[config.mk]
export PLATFORM = sky130hd
export DESIGN_NAME = add_accum_pipe
export DESIGN_NICKNAME = d
export VERILOG_FILES = /design/src/rtl/add_pkg.sv /design/src/rtl/add_skid_fifo.sv /design/src/rtl/add_accum_pipe.sv
export SDC_FILE = /design/constraint.sdc
export NUM_CORES = 1
export LEC_CHECK = 0
export CAP_MARGIN = 20
export CORE_ASPECT_RATIO = 0.6
export CORE_MARGIN = 1.5
export CORE_UTILIZATION = 44
export CTS_CLUSTER_DIAMETER = 30
export DETAILED_ROUTE_END_ITERATION = 8
export HOLD_SLACK_MARGIN = 0.15
export PLACE_DENSITY = 0.68
export SYNTH_ARGS = -nofsm -noshare
export SYNTH_HDL_FRONTEND = slang
export SYNTH_SLANG_ARGS = --single-unit
export TNS_END_PERCENT = 100
[constraint.sdc]
create_clock -name clk -period 3.85 [get_ports clk]
set_input_delay 0.9625 -clock clk [delete_from_list [all_inputs] [get_ports clk]]
set_output_delay 0.9625 -clock clk [all_outputs]
set_load 0.02 [all_outputs]
[src/rtl/add_pkg.sv]
// Shared types for the handshaked add/accumulate pipeline.
package add_pkg;

    typedef enum logic [1:0] {
        MODE_ADD  = 2'b00,
        MODE_ACC  = 2'b01,
        MODE_LOAD = 2'b10,
        MODE_RSVD = 2'b11
    } mode_e;

    localparam int FIFO_DEPTH = 2;

endpackage

[src/rtl/add_skid_fifo.sv]
// Two-entry registered output buffer; the head entry drives out_data directly from a flop.
module add_skid_fifo
    import add_pkg::*;
#(
    parameter int DW = 9
) (
    input  logic          clk,
    input  logic          rst_n,
    input  logic          in_valid,
    output logic          in_ready,
    input  logic [DW-1:0] in_data,
    output logic          out_valid,
    input  logic          out_ready,
    output logic [DW-1:0] out_data
);

    // Handshake: a beat transfers on the rising edge where valid && ready are both high;
    // in_ready and out_valid are flops, so neither depends combinationally on the other side.
    logic [1:0]    count;
    logic [1:0]    count_next;
    logic [DW-1:0] head;
    logic [DW-1:0] tail;
    logic          push;
    logic          pop;

    assign push     = in_valid && in_ready;
    assign pop      = out_valid && out_ready;
    assign out_data = head;

    always_comb begin
        count_next = count;
        if (push && !pop) begin
            count_next = count + 2'd1;
        end else if (pop && !push) begin
            count_next = count - 2'd1;
        end
    end

    always_ff @(posedge clk or negedge rst_n) begin
        if (!rst_n) begin
            count     <= 2'd0;
            in_ready  <= 1'b1;
            out_valid <= 1'b0;
            head      <= '0;
            tail      <= '0;
        end else begin
            count     <= count_next;
            in_ready  <= (32'(count_next) < FIFO_DEPTH);
            out_valid <= (count_next != 2'd0);
            case (count)
                2'd0: begin
                    if (push) head <= in_data;
                end
                2'd1: begin
                    if (push && pop) begin
                        head <= in_data;
                    end else if (push) begin
                        tail <= in_data;
                    end
                end
                default: begin
                    // Full: in_ready is low, so only a pop can happen here.
                    if (pop) head <= tail;
                end
            endcase
        end
    end

endmodule

[src/rtl/add_accum_pipe.sv]
// Handshaked adder/accumulator: results are computed at accept time and queued in a 2-entry buffer.
module add_accum_pipe
    import add_pkg::*;
#(
    parameter int WIDTH    = 4,
    parameter int ACC_W    = 8,
    parameter bit SATURATE = 1'b0
) (
    input  logic             clk,
    input  logic             rst_n,
    input  logic             in_valid,
    output logic             in_ready,
    input  logic [WIDTH-1:0] in_a,
    input  logic [WIDTH-1:0] in_b,
    input  logic [1:0]       in_mode,
    output logic             out_valid,
    input  logic             out_ready,
    output logic [ACC_W-1:0] out_sum,
    output logic             out_ovf,
    output logic [ACC_W-1:0] acc_value
);

    if (ACC_W < WIDTH + 1) begin : g_bad_width
        $error("add_accum_pipe: ACC_W must be at least WIDTH+1");
    end

    typedef struct packed {
        logic [ACC_W-1:0] sum;
        logic             ovf;
    } result_t;

    mode_e            mode;
    logic [ACC_W-1:0] acc;
    logic [ACC_W-1:0] acc_next;
    logic [ACC_W-1:0] ab;
    logic [ACC_W:0]   t;
    result_t          res;
    result_t          head;
    logic             accept;

    assign mode   = mode_e'(in_mode);
    assign accept = in_valid && in_ready;

    always_comb begin
        // a+b always fits in ACC_W because ACC_W >= WIDTH+1.
        ab       = ACC_W'(in_a) + ACC_W'(in_b);
        t        = {1'b0, acc} + {1'b0, ab};
        res.sum  = ab;
        res.ovf  = 1'b0;
        acc_next = acc;
        case (mode)
            MODE_ACC: begin
                res.sum = t[ACC_W-1:0];
                if (t[ACC_W]) begin
                    res.ovf = 1'b1;
                    if (SATURATE) res.sum = '1;
                end
                acc_next = res.sum;
            end
            MODE_LOAD: begin
                acc_next = ab;
            end
            default: begin
            end
        endcase
    end

    always_ff @(posedge clk or negedge rst_n) begin
        if (!rst_n) begin
            acc <= '0;
        end else if (accept) begin
            acc <= acc_next;
        end
    end

    assign acc_value = acc;

    add_skid_fifo #(
        .DW($bits(result_t))
    ) u_fifo (
        .clk      (clk),
        .rst_n    (rst_n),
        .in_valid (in_valid),
        .in_ready (in_ready),
        .in_data  (res),
        .out_valid(out_valid),
        .out_ready(out_ready),
        .out_data (head)
    );

    assign out_sum = head.sum;
    assign out_ovf = head.ovf;

endmodule

==> results of run 1 <==
[worst max-delay path by stage]
stage          startpoint                 end  slack [ns]  cells after the start
2_1_floorplan     in_a[0]  u_fifo.out_data[6]        0.61                      9
3_3_place_gp      in_a[0]  u_fifo.out_data[6]        0.03                     10
3_5_place_dp      in_a[0]  u_fifo.out_data[6]        0.01                     10
4_1_cts           in_a[0]  u_fifo.out_data[6]        0.29                     10
5_1_grt           in_a[0]  u_fifo.out_data[6]        0.15                     10
6_report          in_a[0]  u_fifo.out_data[6]        0.28                     10
[metrics by stage]
step / instances / utilization (%)
CTS: 306 / 57.39
finish: 306 / 57.39
floorplan: 215 / -
detailed placement: 298 / 55.14
global route: 306 / 57.39
global placement: 298 / 55.14
[registers in the layout (all words and copies together) (netlist names)]
signal,cells
u_fifo.count,2
u_fifo.in_ready,1
u_fifo.out_valid,1
acc_value,8
u_fifo.out_data,9
u_fifo.tail,9
[cells in the mapped netlist (all sizes together)]
library cell,number
xor2,2
a31oi,7
nor3,4
nand3b,1
or2,1
or3,2
a211o,1
inv,8
nand2,27
a21o,5
a22o,1
nor2,13
buf,7
and2,3
maj3,2
a211oi,2
o31ai,4
a311oi,1
mux2i,7
o22ai,1
a21oi,7
fa,2
o211ai,4
nor2b,1
ha,13
dfrtp,29
nor4b,2
clkbuf,4
o21ai,22
nand4,4
a2bb2oi,1
a41oi,1
and3,2
nand3,12
mux2,3
nand2b,2
dfstp,1
xnor2,4
or4,2
[report_power, final]
group	switching [W]	leakage, nW	internal (W)	total [W]
logic	0.000652	0.608	0.000502	0.00115
registers	0.000111	0.374	0.000459	0.000570
clock network	0.000125	0.0472	0.000144	0.000268
total	0.000887	1.03	0.00110	0.00199
[critical path, stage by stage]
cell and delay, ns:
clkdlybuf4s50_1 0.40, ha_1 0.22, fa_1 0.43, a21o_1 0.20, a21o_1 0.21, ha_1 0.41, a21oi_4 0.25, o211ai_4 0.13
or3_1 0.38, a41oi_2 0.17
[area by class of cell]
cell class | count | area (µm²) | area share [%]
multi-input cells | 166 | 1142 | 47.01
flip-flops and latches | 30 | 752.0 | 30.95
repair buffers | 34 | 335.3 | 13.80
clock buffers | 6 | 82.58 | 3.399
well taps | 60 | 75.07 | 3.090
inverters | 8 | 30.03 | 1.236
clock inverters | 2 | 12.51 | 0.5149
[per-layer routing]
layer / GRT usage [%] / vias up / wire [µm]
li1: - / 838 / -
met4: 4.082 / 0 / 27
met1: 32.16 / 814 / 2463
met5: 0 / - / 0
met3: 7.163 / 4 / 406
met2: 26.73 / 60 / 1817
[logic make-up (layout without fill, tap and decap cells)]
group / Yosys count / in the layout / synth area share [%]
buf+inv: 19 / 50 / 5.256
simple gates: 76 / 76 / 18.46
mux: 10 / 10 / 5.382
xor+xnor: 6 / 6 / 2.628
fa+ha+maj: 17 / 17 / 11.14
flops: 30 / 30 / 37.61
compound gates: 57 / 57 / 19.52
==> metrics.md, run 1 <==
| Metric | Value |
|---|---|
| H-tree depth | 2 |
| Iteration count of the initial detailed-routing pass | 4 |
| Setup_tns | 0 ns |
| Final worst path period share | 92.86% |
| Final setup fails | 0 |
| Dominant cells by area after synthesis | dfrtp_1 36%, ha_1 8.1%, o21ai_0 5.3% |
| Chip Width | approximately 90 µm |
| Num CTS Buffers | 5 |
| CORE AREA | ~0.0042 mm² |
| Crit path kind | input port to flip-flop |
| Number of library cell types mapped by synthesis | 48 |
| Hold Worst Slack | 0.4883 ns |
| Post-Route WL | about 4700 µm |
| Reg2Reg Depth | 6 |
| Max frequency | between 200 and 300 MHz |
| Final Cell Area | about 0.0024 mm² |
| Initial Util | 47.22% |
| Worst Setup End Kind | flip-flop |
| Fillers | 405 |
| Final Skew | 0.01395 ns |
| Clk_lat worst skew | 0.28 ns |
| Post_cts resized | 0 |
| Critical path launch point type | input port |
| Gate Count Post-Synth | 215 |
| Vias after detailed routing | 1716 |
| Hold_buf cts | 0 |
| VDD IR-drop max | between 400 and 500 µV |
| Global-route wire length before repair | approximately 8000 µm |
| Place WS | approximately 0.011 ns |
| Worst R2R End | u_fifo.out_data[5] |
| Vias in the first global route | between 1500 and 2000 |
| Initial antenna violation count | 0 |
| FP Rows | 18 |
| Clock-pin slew on the worst setup and hold paths | about 0.07 ns |
| Slew margin rel. | ~57% |
| Worst hold stages | 2 |
| Total of warnings raised by yosys | 0 |
| Antenna viol nets, final | 0 |
| Reg2Reg Launch Point | acc_value[0] |
| Syn_area_per_cell | 9.300 µm² |
| Netlist Area Pre-Place | 0.001999 mm² |
| Hold Crit Start | u_fifo.tail[8] |
| Worst-case clock buffer depth | 2 |
| I/O pin count | 33 |
| Hold Path Sink | u_fifo.tail[8] |
| GPL Wtd Cong | 0.8341 |
| Setup Fix Bufs, Post-CTS | 0 |
| Die area | 0.004971 mm² |
| CP Max Fanout | 7 |
| Largest net degree at the start of global routing | 31 |
| R2r setup slk | approximately 1.7 ns |
| Port bufs | 32 |
| WP data arrival | 3.78 ns |
| Worst hold path class | flip-flop to flip-flop |
| Largest area contributor in the synthesized netlist | dfrtp_1 |
| Clock sink total | 30 |
| DP Wirelength | 3593 µm |
| DP Area | between 0.002 and 0.0025 mm² |
| Share of the synthesized area in the top cell type | between 30 and 40% |
| Final Max Slew Viols | 0 |
| Layout net count | around 270 |
| Most common cell after layout, fill and taps aside | clkdlybuf4s50_1 |
| Wire per inst | ~15 µm |
| Leakage | 1.030 nW |
| Seq cells post-synth | 30 |
| Die height | between 50 and 60 µm |
| Final hold violations | 0 |
| Root buffer cell | clkbuf_8 |
| # diodes | 0 |
| Gr usage total | between 20% and 30% |
| Mapped Nets | 244 |
| Grt ovf | 0 |
| Fin worst setup slack | between 0.2 and 0.3 ns |
| Overall Power | roughly 0.002 W |
| Min cycle time layout | around 3.6 ns |
| RSZ-0062 raised after global routing | no |
| Share of cells above drive strength 1 | just under 9% |
| CTS tree | yes |
| Post-synthesis sequential area ratio | between 30% and 40% |
| Status | completed |
| Vias per inst | between 5 and 6 |
| Worst-margin pin slew | between 0.6 and 0.7 ns |
| Most frequent cells in the layout | 32 x clkdlybuf4s50_1, 29 x dfrtp_1, 27 x nand2_1, 21 x o21ai_0 |
| First DRT Iteration DRCs | around 120 |
| Pwr dens | between 800 and 900 mW/mm² |
| Maximum capacitance violations | 0 |
| Area delta synth->final | 21.53% |
| Crit path required time | approximately 4.1 ns |
| Residual DRC count | 0 |
Power figures use the tool's default switching activity.
==> inputs of run 2 (changes only) <==
- ABC_CLOCK_PERIOD_IN_PS: default -> 3850
==> results of run 2 <==
Final layout, timing and power as in run 1 (identical DEF).
==> edit 1 (config.mk and constraints of run 2) <==
Set the parameter `ACC_W` to 12 (it was 8).
--- a/src/rtl/add_accum_pipe.sv
+++ b/src/rtl/add_accum_pipe.sv
@@ -4,5 +4,5 @@
 #(
     parameter int WIDTH    = 4,
-    parameter int ACC_W    = 8,
+    parameter int ACC_W    = 12,
     parameter bit SATURATE = 1'b0
 ) (
Ports: changed (resized acc_value and out_sum); port bits go from 33 to 41. No check against the original RTL was run, so the function may have changed too.
==> edit 1 against run 2 <==
- synthesized area increased by 24%
- sequential power increased by 24%
- routed wire length increased by 21%
- power increased by 12%
- clock power increased by 29%
- sequential cell count increased by 12
- setup slack got worse by 0.064 ns
- die area increased by 23%
- clock skew decreased by 0.0061 ns
- final area increased by 25%
- final cell count increased by 22%
- critical endpoint is now u_fifo.out_data[9]$_DFFE_PN0P_
- largest cell class unchanged
==> edit 1: results (changes against run 2) <==
* Status: complete, no violations
* Post-CTS Setup Inserts at 0 (unchanged)
* # port buffers at 40 (+25%)
* Root Buffer: clkbuf_8
* Avg WL per Cell at 15.4 µm (-0.12%)
* Ys Warns at 0 (unchanged)
* Vias in the first global route at 1,928 (+23%)
* Setup crit start: in_a[0]
* Pwr dens at 737 nW/µm² (-10%)
* Slew headroom at 0.365 (-0.201)
* Via-per-instance ratio at 5.57 (-0.63%)
* Number of fill cells in the layout at 493 (+22%)
* Worst r2r src: acc_value[0]$_DFFE_PN0P_
* Nets at 334 (+22%)
* Inst Count DP at 364 (+22%)
* DP Area at 2930 µm² (+25%)
* Dominant cells by area after synthesis: dfrtp_1 41%, ha_1 6.6%, nand2_1 6.4%, o21ai_0 5.8%, mux2i_1 4.0%
* Number of flops mapped to enable cells by yosys at 0 (unchanged)
* CTS buffer count at 5 (unchanged)
* Hold crit path type: flop to flop
* Routability cong. at 0.823 (-1.4%)
* Initial antenna violation count at 0 (unchanged)
* Post-synth ARST share at 1.00 (unchanged)
* Worst IR drop on VDD at 0.352 mV (-16%)
* Most used flip-flop cell after synthesis: dfrtp_1
* Global-route wire length before repair at 9.51 mm (+19%)
* Synth cell types at 50 (+4.2%)
* Gr usage total at 0.206 (+0.000780)
* Largest net degree at the start of global routing at 43 (+39%)
* DRT Pass-1 Iters at 4 (unchanged)
* Final Hold Fails at 0 (unchanged)
* Share of layout cells above drive strength 1 at 0.0719 (-0.0175)
* Final WL at 5.73 mm (+21%)
* Top post-synthesis cells by count: 42 x nand2_1, 41 x dfrtp_1, 29 x o21ai_0
* R2r setup slk at 1.58 ns (-0.15 ns)
* Synthesized Nets at 297 (+22%)
* ANT cells at 0 (unchanged)
* H-tree Lvls at 2 (unchanged)
* Sequential fraction of the synthesis area at 0.424 (+0.0478)
* Post-CTS Resized at 0 (unchanged)
* Critical path destination: u_fifo.out_data[9]$_DFFE_PN0P_
* LEAKAGE at 0.00129 µW (+25%)
* Starting DRT DRC Count at 96 (-21%)
* Clock transition at path regs at about 0.080 ns
* Post-DP HPWL at 4.15 mm (+15%)
* FF-to-FF path depth at 7 (+1)
* Clk_lat worst skew at approximately 0.29 ns
* Synthesized area per cell at 9.26 µm² (-0.40%)
* Clock Skews at 0.00783 ns (-0.00613 ns)
==> edit 1: stage by stage <==
stage	total power [µW]	setup WS (ns)
2_1_floorplan	1480	0.609
3_3_place_gp	1870	0.0119
3_5_place_dp	1900	-0.0767
4_1_cts	2260	0.227
5_1_grt	2420	0.00308
6_report	2240	0.211
==> edit 1: worst min path at each step <==
stage,startpoint,to,slack (ns),cells after the start
6_report,u_fifo.tail[2]$_DFFE_PN0P_,u_fifo.tail[2]$_DFFE_PN0P_,0.48,2
5_1_grt,u_fifo.tail[2]$_DFFE_PN0P_,u_fifo.tail[2]$_DFFE_PN0P_,0.51,2
4_1_cts,u_fifo.tail[7]$_DFFE_PN0P_,u_fifo.tail[7]$_DFFE_PN0P_,0.49,2
3_5_place_dp,u_fifo.tail[11]$_DFFE_PN0P_,u_fifo.tail[11]$_DFFE_PN0P_,0.47,2
3_3_place_gp,u_fifo.tail[2]$_DFFE_PN0P_,u_fifo.tail[2]$_DFFE_PN0P_,0.46,2
2_1_floorplan,u_fifo.tail[1]$_DFFE_PN0P_,u_fifo.tail[1]$_DFFE_PN0P_,0.44,2
==> edit 1: per-layer routing <==
layer	part of all wire	GRT usage	vias to the layer above
li1	-	-	1033
met1	0.52	0.286	1002
met2	0.44	0.344	36
met3	0.038	0.0420	2
met4	0.0024	0.0423	0
met5	0	0	-
==> edit 1: cells by family after synthesis <==
logic type | count (synthesis) | synth area share
adders and majority gates | 15 | 0.0817
AOI/OAI and AO/OA | 83 | 0.216
and+or+nand+nor | 81 | 0.152
buffers and inverters | 25 | 0.0433
xor gates and xnor gates | 11 | 0.0388
DFF | 42 | 0.424
muxes | 11 | 0.0449
==> edit 1: final cells by class <==
cell class,instances,area share
timing repair buffer,45,0.143
clock inverter,1,0.00990
tap,66,0.0272
inverter,10,0.0124
multi-input combinational,201,0.436
clock buffer,7,0.0252
sequential,42,0.347
==> edit 1: report_power, final <==
group	internal, µW	switching (µW)	leakage (µW)
clock network	194	151	0.0000524
registers	592	113	0.000538
logic	495	691	0.000697
total	1280	954	0.00129
==> edit 1: worst max-delay path, cell delays in order <==
cell and delay, ns:
clkdlybuf4s50_1 0.41, ha_1 0.23, fa_1 0.38, a21o_1 0.18
a21o_1 0.20, ha_1 0.40, nand2_1 0.11, o21ai_2 0.31
nand4_1 0.24, mux2i_1 0.26, o211ai_1 0.12
==> edit 2 (flow settings as in run 2) <==
Made on the original files. Add an input register stage for `in_mode`, without a reset; this delays it by one clock. The other inputs are not delayed to match.
--- a/src/rtl/add_accum_pipe.sv
+++ b/src/rtl/add_accum_pipe.sv
@@ -21,4 +21,10 @@
 );
 
+    logic [1:0] in_mode_q;
+
+    always_ff @(posedge clk) begin
+        in_mode_q <= in_mode;
+    end
+
     if (ACC_W < WIDTH + 1) begin : g_bad_width
         $error("add_accum_pipe: ACC_W must be at least WIDTH+1");
@@ -39,5 +45,5 @@
     logic             accept;
 
-    assign mode   = mode_e'(in_mode);
+    assign mode   = mode_e'(in_mode_q);
     assign accept = in_valid && in_ready;
 
Function: changed (a bounded check fails within 4 cycles, from zero or initial values and one cycle with rst_n low).
==> edit 2 against run 2 <==
- critical path depth increased by 1
- clock power decreased by 3%
- routed wire length decreased by 17%
- power decreased by 5.6%
- synthesized area decreased by 5.5%
- sequential cell count increased by 2
- global-route usage decreased by 1.5 points
- final cell count decreased by 4.6%
- hold slack got worse by 0.0096 ns
- critical endpoint unchanged
- setup slack improved by 0.077 ns
- first-iteration DRC count decreased by 31%
- synthesized cell count decreased by 8.4%
- final area decreased by 3.6%
==> edit 2: results (changes against run 2) <==
* Status: complete, no violations
* Starting DRT DRC Count at 84 (-31%)
* DRT Pass-1 Iters at 4 (unchanged)
* Post-DP HPWL at 2.88 mm (-20%)
* Most frequent cell after synthesis: dfrtp_1
* CTS buffer count at 5 (unchanged)
* Critical Path AT at 3.65 ns (-0.13 ns)
* Largest net degree at the start of global routing at 31 (unchanged)
* Dpl ws at 0.0697 ns (+0.0584 ns)
* Global-route wire length before repair at 6.57 mm (-18%)
* DP Area at 2260 µm² (-3.4%)
* Gr usage total at 0.191 (-0.0147)
* Number of fill cells in the layout at 363 (-10%)
* # port buffers at 32 (unchanged)
* Inst Count DP at 284 (-4.7%)
* Synth Area in Adders at 0.107 (-0.00410)
* Critical path's largest stage delay at 0.40 ns (-0.03 ns)
* Clock Skews at 0.00826 ns (-0.00569 ns)
* Hold crit path type: flop to flop
* Synthesized Nets at 226 (-7.4%)
* Initial antenna violation count at 0 (unchanged)
* Slew Viols, Final at 0 (unchanged)
* Bufs on Longest Clock Path at 2 (unchanged)
* Grt met2 use at 0.267 (-0.000649)
* Post-synth ARST share at 0.938 (-0.0625)
* ANT cells at 0 (unchanged)
* LEAKAGE at 0.00101 µW (-1.5%)
* Slew at the pin closest to its max-slew limit at 0.852 ns (+0.201 ns)
* Final WL at 3.93 mm (-17%)
* Critical path's top delay family: compound AO/OA/AOI/OAI gates
* Post-CTS Setup Inserts at 0 (unchanged)
* Vias in the first global route at 1,374 (-12%)
* Worst IR drop on VDD at 0.369 mV (-12%)
* CP max FO at 6 (-1)
* Grt met3 use at 0.0598 (-0.0118)
* Dominant cells by area after synthesis: dfrtp_1 38%, ha_1 8.6%, o21ai_0 5.8%, nand2_1 5.6%, mux2i_1 4.2%
* Ys Warns at 0 (unchanged)
* Non-filler cells, final at 292 (-4.6%)
* Area of the multi-input gates at 1020 µm² (-11%)
* Clk_lat worst skew at just under 0.3 ns
* Post-CTS Resized at 0 (unchanged)
* Synth Area in XOR/XNOR at 0.0417 (+0.0154)
* Post-synthesis instance total at 197 (-8.4%)
* Root Buffer: clkbuf_8
* H-tree Lvls at 2 (unchanged)
* Clock transition at path regs at around 0.080 ns
* Max stage delay cell, worst path: clkdlybuf4s50_1
* Synth cell types at 44 (-8.3%)
* Post-synthesis compound-gate area fraction at 0.209 (+0.0140)
* Routed vias at 1,499 (-13%)
* Routability cong. at 0.847 (+1.6%)
* Sequential fraction of the synthesis area at 0.419 (+0.0431)
* Multiplexer share of the synthesized area at 0.0483 (-0.00547)
* Nets at 260 (-5.1%)
* Share of layout cells above drive strength 1 at 0.0862 (-0.00322)
* GR Util met1 at 0.284 (-0.0380)
* Top post-synthesis cells by count: 29 x dfrtp_1, 28 x nand2_1, 22 x o21ai_0
==> edit 2: cell count changes in the layout (fill, tap and decap cells not counted), sizes merged, moves of 3 or more <==
cell | before | now
o21bai | 0 | 3
a31oi | 7 | 4
nand3 | 12 | 5
nor3 | 4 | 1
a21oi | 7 | 12
o31ai | 4 | 1
==> edit 2: power breakdown <==
group | internal (µW) | switching [µW]
clock network | 126 | 135
registers | 479 | 101
logic | 449 | 589
total | 1050 | 825
==> edit 2: cell type report <==
| class | count | area share |
|---|---|---|
| clock buffer | 5 | 0.0294 |
| clock inverter | 3 | 0.00801 |
| inverter | 10 | 0.0160 |
| multi-input combinational | 148 | 0.434 |
| sequential | 32 | 0.338 |
| tap | 60 | 0.0320 |
| timing repair buffer | 34 | 0.143 |
==> edit 2: worst paths after layout <==
check / start / to / slack [ns] / depth (start not counted)
worst max-delay path: in_a[0] / u_fifo.out_data[6]$_DFFE_PN0P_ / 0.35 / 11
worst min-delay path: u_fifo.tail[2]$_DFFE_PN0P_ / u_fifo.tail[2]$_DFFE_PN0P_ / 0.48 / 2
worst max register to register: acc_value[0]$_DFFE_PN0P_ / u_fifo.out_data[5]$_DFFE_PN0P_ / 1.73 / 7
worst min register to register: u_fifo.tail[2]$_DFFE_PN0P_ / u_fifo.tail[2]$_DFFE_PN0P_ / 0.48 / 2
max in group asynchronous: rst_n / u_fifo.in_ready$_DFF_PN1_ / 2.46 / 2
min in group asynchronous: rst_n / u_fifo.out_data[4]$_DFFE_PN0P_ / 1.06 / 2
==> edit 2: per-layer routing <==
layer  up-vias  share of wire
li1        760              -
met3         2          0.049
met4         0         0.0051
met2        35           0.39
met5         -              0
met1       702           0.56
